--- src/rtl/traversal_pkg.sv ---
// ---------------------------------------------------------------------------
// traversal_pkg
// Shared types, literal-word field positions and helpers for the BCP
// watch-list traversal engine.
// Revision: 1.0 - initial release
// ---------------------------------------------------------------------------
`default_nettype none

package traversal_pkg;

   // Default geometry: 12-bit clause pointers, 18-bit literal words.
   localparam int TRAV_ADDR_W = 12;
   localparam int TRAV_DATA_W = TRAV_ADDR_W + 6;

   // Literal word layout: [17] END, [16] POL, [15] OASG, [14] OVAL,
   // [13:12] reserved, [11:0] NEXT.
   localparam int LIT_END      = 17;
   localparam int LIT_POL      = 16;
   localparam int LIT_OASG     = 15;
   localparam int LIT_OVAL     = 14;
   localparam int LIT_RSVD_MSB = 13;
   localparam int LIT_RSVD_LSB = 12;
   localparam int LIT_NEXT_MSB = 11;
   localparam int LIT_NEXT_LSB = 0;

   typedef enum logic [1:0] {
      ST_IDLE = 2'd0,
      ST_WAIT = 2'd1,
      ST_EVAL = 2'd2,
      ST_DONE = 2'd3
   } trav_state_e;

   // Implication report: valid flag, five zero bits, clause pointer.
   function automatic logic [TRAV_DATA_W-1:0] build_report(input logic [TRAV_ADDR_W-1:0] ptr);
      return {1'b1, 5'b0, ptr};
   endfunction

endpackage

`default_nettype wire

--- src/rtl/trav_node_eval.sv ---
// ---------------------------------------------------------------------------
// trav_node_eval
// Combinational classification of one watched-literal word against the
// value just assigned to the propagated variable.
// Revision: 1.0 - initial release
// ---------------------------------------------------------------------------
`default_nettype none

module trav_node_eval
   import traversal_pkg::*;
(
   input  logic [TRAV_DATA_W-1:0] word_i,
   input  logic                   value_i,
   output logic                   satisfied_o,
   output logic                   unit_o,
   output logic                   conflict_o,
   output logic                   last_o,
   output logic [TRAV_ADDR_W-1:0] next_o
);

   logic       lit_true;
   logic [1:0] rsvd_unused;

   // Decode the literal word; the three clause outcomes are mutually exclusive.
   always_comb begin
      lit_true    = (value_i == word_i[LIT_POL]);
      satisfied_o = lit_true | (word_i[LIT_OASG] & word_i[LIT_OVAL]);
      unit_o      = ~lit_true & ~word_i[LIT_OASG];
      conflict_o  = ~lit_true & word_i[LIT_OASG] & ~word_i[LIT_OVAL];
      last_o      = word_i[LIT_END];
      next_o      = word_i[LIT_NEXT_MSB:LIT_NEXT_LSB];
      rsvd_unused = word_i[LIT_RSVD_MSB:LIT_RSVD_LSB];
   end

endmodule

`default_nettype wire

--- src/rtl/traversal_engine.sv ---
// ---------------------------------------------------------------------------
// traversal_engine
// BCP watch-list traversal: walks the linked list of clauses watching the
// freshly assigned variable, reports unit clauses, flags conflicts and
// pulses FINISH when the walk ends.
// Revision: 1.0 - initial release
// ---------------------------------------------------------------------------
`default_nettype none

module traversal_engine
   import traversal_pkg::*;
#(
   parameter int ADDR_W    = TRAV_ADDR_W,
   parameter int DATA_W    = TRAV_DATA_W,
   parameter int MAX_STEPS = 4095
) (
   input  logic              clk_i,
   input  logic              rst_i,
   input  logic              value_i,
   input  logic [1:0]        offset_i,
   input  logic              en_i,
   input  logic [DATA_W-1:0] data_in_i,
   output logic [DATA_W-1:0] data_out_o,
   output logic [ADDR_W-1:0] addr_o,
   output logic              finish_o,
   output logic              conflict_o
);

   localparam int STEP_W = $clog2(MAX_STEPS + 1);
   localparam logic [STEP_W-1:0] STEP_LAST = STEP_W'(MAX_STEPS - 1);

   trav_state_e       state_q, state_d;
   logic [ADDR_W-1:0] ptr_q, ptr_d;
   logic [STEP_W-1:0] step_q, step_d;
   logic              val_q, val_d;
   logic [1:0]        off_q, off_d;
   logic [ADDR_W-1:0] addr_q, addr_d;
   logic [DATA_W-1:0] dout_q, dout_d;
   logic              fin_q, fin_d;
   logic              conf_q, conf_d;

   // Classification of the word captured in WAIT, consumed in EVAL.
   logic              ev_conf_q, ev_conf_d;
   logic              ev_last_q, ev_last_d;
   logic [ADDR_W-1:0] ev_next_q, ev_next_d;

   logic              nd_sat_unused;
   logic              nd_unit;
   logic              nd_conf;
   logic              nd_last;
   logic [ADDR_W-1:0] nd_next;

   // The incoming read data is classified as it arrives so the unit report
   // can be registered and shown during the EVAL cycle itself.
   trav_node_eval u_node_eval (
      .word_i      (data_in_i),
      .value_i     (val_q),
      .satisfied_o (nd_sat_unused),
      .unit_o      (nd_unit),
      .conflict_o  (nd_conf),
      .last_o      (nd_last),
      .next_o      (nd_next)
   );

   // Next-state and next-output logic for the traversal FSM.
   always_comb begin
      state_d   = state_q;
      ptr_d     = ptr_q;
      step_d    = step_q;
      val_d     = val_q;
      off_d     = off_q;
      addr_d    = addr_q;
      dout_d    = '0;
      fin_d     = 1'b0;
      conf_d    = 1'b0;
      ev_conf_d = ev_conf_q;
      ev_last_d = ev_last_q;
      ev_next_d = ev_next_q;

      case (state_q)
         ST_IDLE: begin
            if (en_i) begin
               ptr_d   = data_in_i[ADDR_W-1:0];
               val_d   = value_i;
               off_d   = offset_i;
               step_d  = '0;
               addr_d  = {data_in_i[ADDR_W-1:2], offset_i};
               state_d = ST_WAIT;
            end
         end
         ST_WAIT: begin
            if (en_i) begin
               ev_conf_d = nd_conf;
               ev_last_d = nd_last;
               ev_next_d = nd_next;
               if (nd_unit) begin
                  dout_d = build_report(ptr_q);
               end
               state_d = ST_EVAL;
            end
         end
         ST_EVAL: begin
            if (ev_conf_q) begin
               conf_d  = 1'b1;
               fin_d   = 1'b1;
               state_d = ST_DONE;
            end else if (ev_last_q || (step_q == STEP_LAST)) begin
               fin_d   = 1'b1;
               state_d = ST_DONE;
            end else begin
               ptr_d   = ev_next_q;
               step_d  = step_q + STEP_W'(1);
               addr_d  = {ev_next_q[ADDR_W-1:2], off_q};
               state_d = ST_WAIT;
            end
         end
         ST_DONE: begin
            state_d = ST_IDLE;
         end
         default: begin
            state_d = ST_IDLE;
         end
      endcase
   end

   // State and output registers, cleared immediately by reset.
   always_ff @(posedge clk_i or posedge rst_i) begin
      if (rst_i) begin
         state_q   <= ST_IDLE;
         ptr_q     <= '0;
         step_q    <= '0;
         val_q     <= 1'b0;
         off_q     <= 2'b0;
         addr_q    <= '0;
         dout_q    <= '0;
         fin_q     <= 1'b0;
         conf_q    <= 1'b0;
         ev_conf_q <= 1'b0;
         ev_last_q <= 1'b0;
         ev_next_q <= '0;
      end else begin
         state_q   <= state_d;
         ptr_q     <= ptr_d;
         step_q    <= step_d;
         val_q     <= val_d;
         off_q     <= off_d;
         addr_q    <= addr_d;
         dout_q    <= dout_d;
         fin_q     <= fin_d;
         conf_q    <= conf_d;
         ev_conf_q <= ev_conf_d;
         ev_last_q <= ev_last_d;
         ev_next_q <= ev_next_d;
      end
   end

   assign data_out_o = dout_q;
   assign addr_o     = addr_q;
   assign finish_o   = fin_q;
   assign conflict_o = conf_q;

endmodule

`default_nettype wire

--- config.mk ---
export PLATFORM = sky130hd
export DESIGN_NAME = traversal_engine
export DESIGN_NICKNAME = d
export VERILOG_FILES = /design/src/rtl/traversal_pkg.sv /design/src/rtl/trav_node_eval.sv /design/src/rtl/traversal_engine.sv
export SDC_FILE = /design/constraint.sdc
export NUM_CORES = 1
export LEC_CHECK = 0
export ABC_AREA = 1
export CAP_MARGIN = 20
export CORE_ASPECT_RATIO = 0.75
export CORE_MARGIN = 4
export CORE_UTILIZATION = 52
export CTS_CLUSTER_SIZE = 16
export DETAILED_ROUTE_END_ITERATION = 7
export PLACE_DENSITY = 0.8
export SYNTH_ARGS = -nofsm -noshare
export SYNTH_HDL_FRONTEND = slang
export SYNTH_HIERARCHICAL = 1
export SYNTH_SLANG_ARGS = --single-unit
export TNS_END_PERCENT = 50
--- constraint.sdc ---
create_clock -name clk_i -period 2.35 [get_ports clk_i]
set_input_delay 0.235 -clock clk_i [delete_from_list [all_inputs] [get_ports clk_i]]
set_output_delay 0.235 -clock clk_i [all_outputs]
set_load 0.05 [all_outputs]
# --- Word level (Yosys, flattened, before mapping) ---
# Index checks and enable logic that the tools add are counted.
# Widths: inputs -> output; s select.
word_totals:
  regBits: 75
  in_bits: 24
  output_inout_bits: 32
  wordCells: 60
op_classes:
  addsub: 1
  eq_ne: 9
  muxes: 25
  bitwise_logic: 6
  n_reduce_logical: 7
ops:
  columns: ["operator", "n"]
  rows:
  - ["$mux 12", 9]
  - ["$pmux 12 s2", 3]
  - ["$mux 18", 3]
  - ["$add 12x1->12 const B", 1]
  - ["$eq 12x12->1 const B", 1]
  - ["$mux 2", 4]
  - ["$ne 2x2->1 const B", 4]
  - ["$pmux 2 s4", 1]
  - ["$reduce_and 2->1", 3]
  - ["$mux 1", 5]
  - ["$eq 2x2->1 const B", 2]
  - ["$reduce_and 4->1", 1]
  - ["$and 1x1->1", 3]
  - ["$not 1->1", 3]
  - ["$eq 2x1->1 const B", 1]
  - ["$logic_not 2->1", 1]
  - ["$reduce_bool 2->1", 1]
  - ["$eq 1x1->1", 1]
  - ["$logic_or 1x1->1", 1]

# --- Depth between registers and ports, before layout ---
# Gate-level depths: netlist of the first run.
depth:
  depth_word: 6
  depth_mapped: 11
  depth_no_buf: 10

# --- Modules after synthesis ---
# The synthesis of the first run kept the hierarchy.
modules_own_cells:
  columns: ["mod", "instances", "cells_each", "area_each_um2", "seq_area_each_um2"]
  rows:
  - ["traversal_engine", 1, 376, 2946.6, 1501.4]
  - ["trav_node_eval", 1, 24, 145.1, 0.0]

# --- Worst setup path before layout of the first run ---
# Ideal clock, no wire load.
synth_timing:
  path_type: "register to register"
  startpoint: "register step_q[0]"
  endpoint: "register step_q[6]"
  setup_ps: 117
  arrival_time_ps: 1299
  required_time_ps: 2233
  slack_ps: 933
  path_stages_with_launch: 11
  n_path_buf: 1
  period_less_slack_ps: 1417
  path_cell_list: "dfrtp_1 -> inv_1 -> ha_1 -> nand2_1 -> nor2_1 -> nand3_2 -> nand2_2 -> nand2_4 -> buf_2 -> nand3_1 -> nand2_1"
synth_between:
  elab_chain_len: 4
  elab_cells_between_ends: 8
  cone_classes: "add/sub (1); eq/ne (2); mux (3); reduce/logical (2)"
synth_rtl:
  columns: ["item", "line", "text"]
  rows:
  - ["start, declared", "traversal_engine.sv:34", "logic [STEP_W-1:0] step_q, step_d;"]
  - ["start signal, assigned", "traversal_engine.sv:144", "step_q <= step_d;"]
  - ["$add 12x1->12 or $eq 12x12->1 (tied branches)", "traversal_engine.sv:112, traversal_engine.sv:107", null]
  - ["$mux 12 or $logic_or 1x1->1 (tied branches)", "traversal_engine.sv:107", "end else if (ev_last_q || (step_q == STEP_LAST)) begin"]
  - ["$mux 12 or $ne 2x2->1 (tied branches)", null, null]
  - ["$pmux 12 s2 or $reduce_and 4->1 (tied branches)", null, null]
# Several ways; a longest one is shown, not always the timed one. The select of a mux whose other input is x is not followed.
# A chain may end at the register's enable or synchronous reset.

==> results_dict.tcl, run 1 <==
set metrics [dict create \
    status "finished, final reports clean" \
    worst_slack_ps 576 \
    drc 0 \
    postCtsHoldBufs 0 \
    hold_viol_final 0 \
    antenna_found_initial 0 \
    worstPathCellList "clkdlybuf4s50_1" \
    tns_ps 0 \
    power_frac_comb 0.413 \
    register_area_mm2 0.00150 \
    period_minus_slack_ps 1770 \
    synth.avg_cell_area_um2 7.75 \
    rows 23 \
    dr.pass1.iters 4 \
    hp-class "in -> async" \
    clk_pin_slew_ps 70 \
    portBuffers 48 \
    final_cell_mix "nand2_1, dfrtp_1, clkdlybuf4s50_1" \
    rr_worst_depth 7 \
    dp_hpwl_um 4200 \
    crit_buf_inv 1 \
    critical_path_class "reg -> out" \
    timing.final.crit_share 0.755 \
    drt-total-wl_um 6270 \
    grt_use_total 0.192 \
    grt_pass1_vias 2475 \
    max_cap_viol_count 0 \
    worst_setup_path_start_kind "register" \
    layout-drive-gt1-share 0.0816 \
    syn_area_mm2 0.00308 \
    cts-htree-levels 3 \
    wire_per_inst_um 12.4 \
    grt_setup_unrepaired "no" \
    final_common_cell "nand2_1" \
    internal_power_uw 2420 \
    skew_ps 6.92 \
    grt_pass1_wl_um 10900 \
    worst_pin_slew_ps 871 \
    crit_required_ps 2120 \
    cp.arrival_ps 1540 \
    die_h_um 74.7 \
    vias_per_cell 4.89 \
    gp_congestion 0.882 \
    cts_resized 0 \
    die_x_um 96.9 \
    core_area_mm2 0.00553 \
    antennaDiodeCount 0 \
    worstSetupEndpointType "primary output" \
    p_leak_uw 0.00184 \
    die-area_mm2 0.00724 \
    critPathSlowestCell "clkdlybuf4s50_1" \
    grt_max_degree 34 \
    area_growth_pct 17.9 \
    cts-root-buf "clkbuf_8" \
    switching_share 0.419 \
    seqPwrFrac 0.363 \
    tritoncts "done" \
    nets 450 \
    overflow 0 \
    path_delay_family "buffers and inverters" \
    cts.path.max_buffers 2 \
    setup_viol 0 \
    n_fill_cell 486 \
    power_per_cell_area_mw_per_mm2 1150 \
    start_util 0.558 \
    drt-initial-drc-count 168 \
    pre_cts_ws_ps 560 \
    maxSlewViolCount 0 \
    postCtsSetupBuffers 0 \
    max_stage_delay_ps 820 \
    cts_sinks 60 \
    ant_nets 0 \
    ir_drop_mv 0.640 \
    cts_buffers 9 \
    clk_latency_ps 330 \
    fmax_mhz 564 \
    p_sw_uw 1750 \
    via_count 2466 \
    netlist_instances 398 \
    clkPwrFrac 0.224 \
    maxSlewHeadroom 0.419 \
    multi_input_area_mm2 0.00113 \
    io_pins 56 \
    cp_max_fo 3 \
    cp_num_cells 1 \
    ys_warn_count 6 \
]
==> worst paths after layout <==
| path | startpoint | endpoint | slack, ps |
|---|---|---|---|
| setup / recovery | ptr_q[4] | addr_o[4] | 580 |
| hold / removal | rst_i | data_out_o[5] | 300 |
| setup reg to reg | state_q[1] | ptr_q[3] | 640 |
| hold reg to reg | ev_next_q[10] | ev_next_q[10] | 490 |
| max in group asynchronous | rst_i | ptr_q[9] | 1460 |
| min in group clk_i | ev_next_q[10] | ev_next_q[10] | 490 |
==> flip-flops by register name (all words and copies together), names as in the netlist <==
register / cells
data_out_o: 13
ev_next_q: 12
ptr_q: 12
step_q: 12
addr_o: 2
off_q: 2
state_q: 2
conflict_o: 1
ev_conf_q: 1
ev_last_q: 1
finish_o: 1
val_q: 1
==> metrics by stage <==
step	instances	total power [uW]	hold WS, ps	util	cell area [um2]
detailed placement	488	3250	466	0.621	3430
global route	504	4460	338	0.658	3640
global placement	488	3200	460	0.621	3430
finish	504	4170	297	0.658	3640
floorplan	402	2900	335	-	3100
CTS	504	4200	310	0.658	3640
==> power by group through the flow <==
stage,combinational (uW),sequential (uW),clock (uW)
2_1_floorplan,1280,1630,0
3_3_place_gp,1690,1520,0
3_5_place_dp,1720,1530,0
4_1_cts,1730,1510,957
5_1_grt,1890,1550,1020
6_report,1720,1510,935
==> routing by layer <==
metal,track usage,vias up,part of all wire
li1,-,1233,-
met1,0.223,1143,0.44
met2,0.332,84,0.47
met3,0.0787,6,0.077
met4,0.0670,0,0.0097
met5,0,-,0
==> area by class of cell <==
| cell class | instances | share of cell area |
|---|---|---|
| Clock inverter | 4 | 0.0131 |
| Inverter | 47 | 0.0485 |
| Sequential cell | 60 | 0.413 |
| Multi-Input combinational cell | 253 | 0.311 |
| Timing Repair Buffer | 53 | 0.146 |
| Tap cell | 75 | 0.0258 |
| Clock buffer | 12 | 0.0427 |
No activity file was read; power rests on OpenSTA's default activity.
==> run 2: changes to the inputs <==
clock period = 1.75 ns   (was 2.35 ns; I/O delays follow)
==> results_dict.tcl, run 2 (synthesis results as in run 1) <==
set metrics [dict create \
    cts_buffers 9 \
    cts.path.max_buffers 2 \
    gp_congestion 0.850 \
    clk_pin_slew_ps 60 \
    timing.final.crit_share 0.967 \
    crit_buf_inv 1 \
    crit_required_ps 1570 \
    fin_cells 511 \
    switching_share 0.421 \
    core_area_mm2 0.00553 \
    ant_nets 0 \
    power_uw 5610 \
    fmax_mhz 591 \
    cp.arrival_ps 1520 \
    cp_max_fo 2 \
    ir_drop_mv 0.883 \
    p_leak_uw 0.00197 \
    nets 457 \
    tns_ps 0 \
    wire_per_inst_um 12.3 \
    via_count 2454 \
    cts_sinks 60 \
    maxSlewViolCount 0 \
    worstPathCellList "clkdlybuf4s50_1" \
    dr.pass1.iters 4 \
    portBuffers 48 \
    internal_power_uw 3250 \
    tritoncts "done" \
    die-area_mm2 0.00724 \
    layout-drive-gt1-share 0.0963 \
    p_sw_uw 2360 \
    dp.cells 495 \
    clkPwrFrac 0.215 \
    die_x_um 96.9 \
    vias_per_cell 4.80 \
    path_delay_family "buffers and inverters" \
    largest_reg_flops 13 \
    antenna_found_initial 0 \
    status "finished, final reports clean" \
    skew_ps 10.0 \
    area_growth_pct 20.6 \
    die_h_um 74.7 \
    overflow 0 \
    grt_max_degree 30 \
    grt_setup_unrepaired "no" \
    worstSetupEndpointType "primary output" \
    dp_hpwl_um 4510 \
    postCtsSetupBuffers 0 \
    max_cap_viol_count 0 \
    grt_pass1_vias 2362 \
    rows 23 \
    start_util 0.558 \
    n_fill_cell 465 \
    max_stage_delay_ps 810 \
    setup_viol 0 \
    antennaDiodeCount 0 \
    final_cell_mix "nand2_1, dfrtp_1, inv_1" \
    cts-htree-levels 3 \
    grt_use_total 0.194 \
    drc 0 \
    drt-total-wl_um 6260 \
    period_minus_slack_ps 1690 \
    finalHoldWorstSlack_ps 147 \
    postCtsHoldBufs 0 \
    clk_latency_ps 330 \
    cts-root-buf "clkbuf_8" \
    hold_viol_final 0 \
    grt_pass1_wl_um 11000 \
    power_per_cell_area_mw_per_mm2 1510 \
    hp-class "in -> async" \
    maxSlewHeadroom 0.650 \
    critical_path_class "reg -> out" \
    io_pins 56 \
    power_frac_comb 0.421 \
    final_common_cell "nand2_1" \
    worst_setup_path_start_kind "register" \
    critPathSlowestCell "clkdlybuf4s50_1" \
    worst_pin_slew_ps 523 \
    drt-initial-drc-count 205 \
    seqPwrFrac 0.364 \
]
[run 2: power groups by stage]
stage	sequential, uW	combinational, uW	clock, uW
after floorplan	2180	1720	0
after global placement	2050	2300	0
after detailed placement	2060	2360	0
after CTS	2040	2370	1240
after global routing	2090	2620	1310
final	2040	2360	1210
[run 2: final timing paths]
path	startpoint	end	slack, ps	cells after the start
hold / removal	rst_i	data_out_o[3]	150	2
setup / recovery	addr_o[0]	addr_o[0]	60	1
hold reg to reg	addr_o[1]	addr_o[1]	470	2
max in group asynchronous	rst_i	addr_o[0]	1130	3
min in group clk_i	data_in_i[3]	ev_next_q[3]	430	3
setup reg to reg	step_q[0]	step_q[5]	160	10
[run 2: worst register-to-register path: stages (launching register included)]
cell,delay (ps)
dfrtp_1,430
inv_1,100
ha_1,140
nand2_1,50
nor2_1,110
nand3_2,120
nand2_2,130
nand2_8,110
buf_4,170
nand3_1,80
nand2_1,60
[run 2: routing by layer]
layer | GRT usage | wire length, um | vias to the layer above
li1 | - | - | 1249
met1 | 0.253 | 2860 | 1116
met2 | 0.322 | 2840 | 81
met3 | 0.0546 | 488 | 8
met4 | 0.0607 | 71 | 0
met5 | 0 | 0 | -
[run 2: per-stage QoR]
step                      area [um2]   util  setup WS [ps]
after floorplan                 3100      -           90.3
after global placement          3500  0.633            197
after detailed placement        3500  0.633            157
after CTS                       3690  0.668           5.02
after global routing            3720  0.673           12.8
final                           3720  0.673           57.8
[run 2: cell type report]
type | count | area (um2) | area share
clock buffer | 12 | 145 | 0.0390
clock inverter | 4 | 48.8 | 0.0131
inverter | 47 | 176 | 0.0475
multi-input combinational | 253 | 1140 | 0.307
sequential | 60 | 1500 | 0.404
tap | 75 | 93.8 | 0.0252
timing repair buffer | 60 | 612 | 0.165
[run 2: what timing repair did]
item                       in CTS  in global routing
setup endpoints to repair       1                 10
resized for setup               1                  9
pin swaps                       0                  0
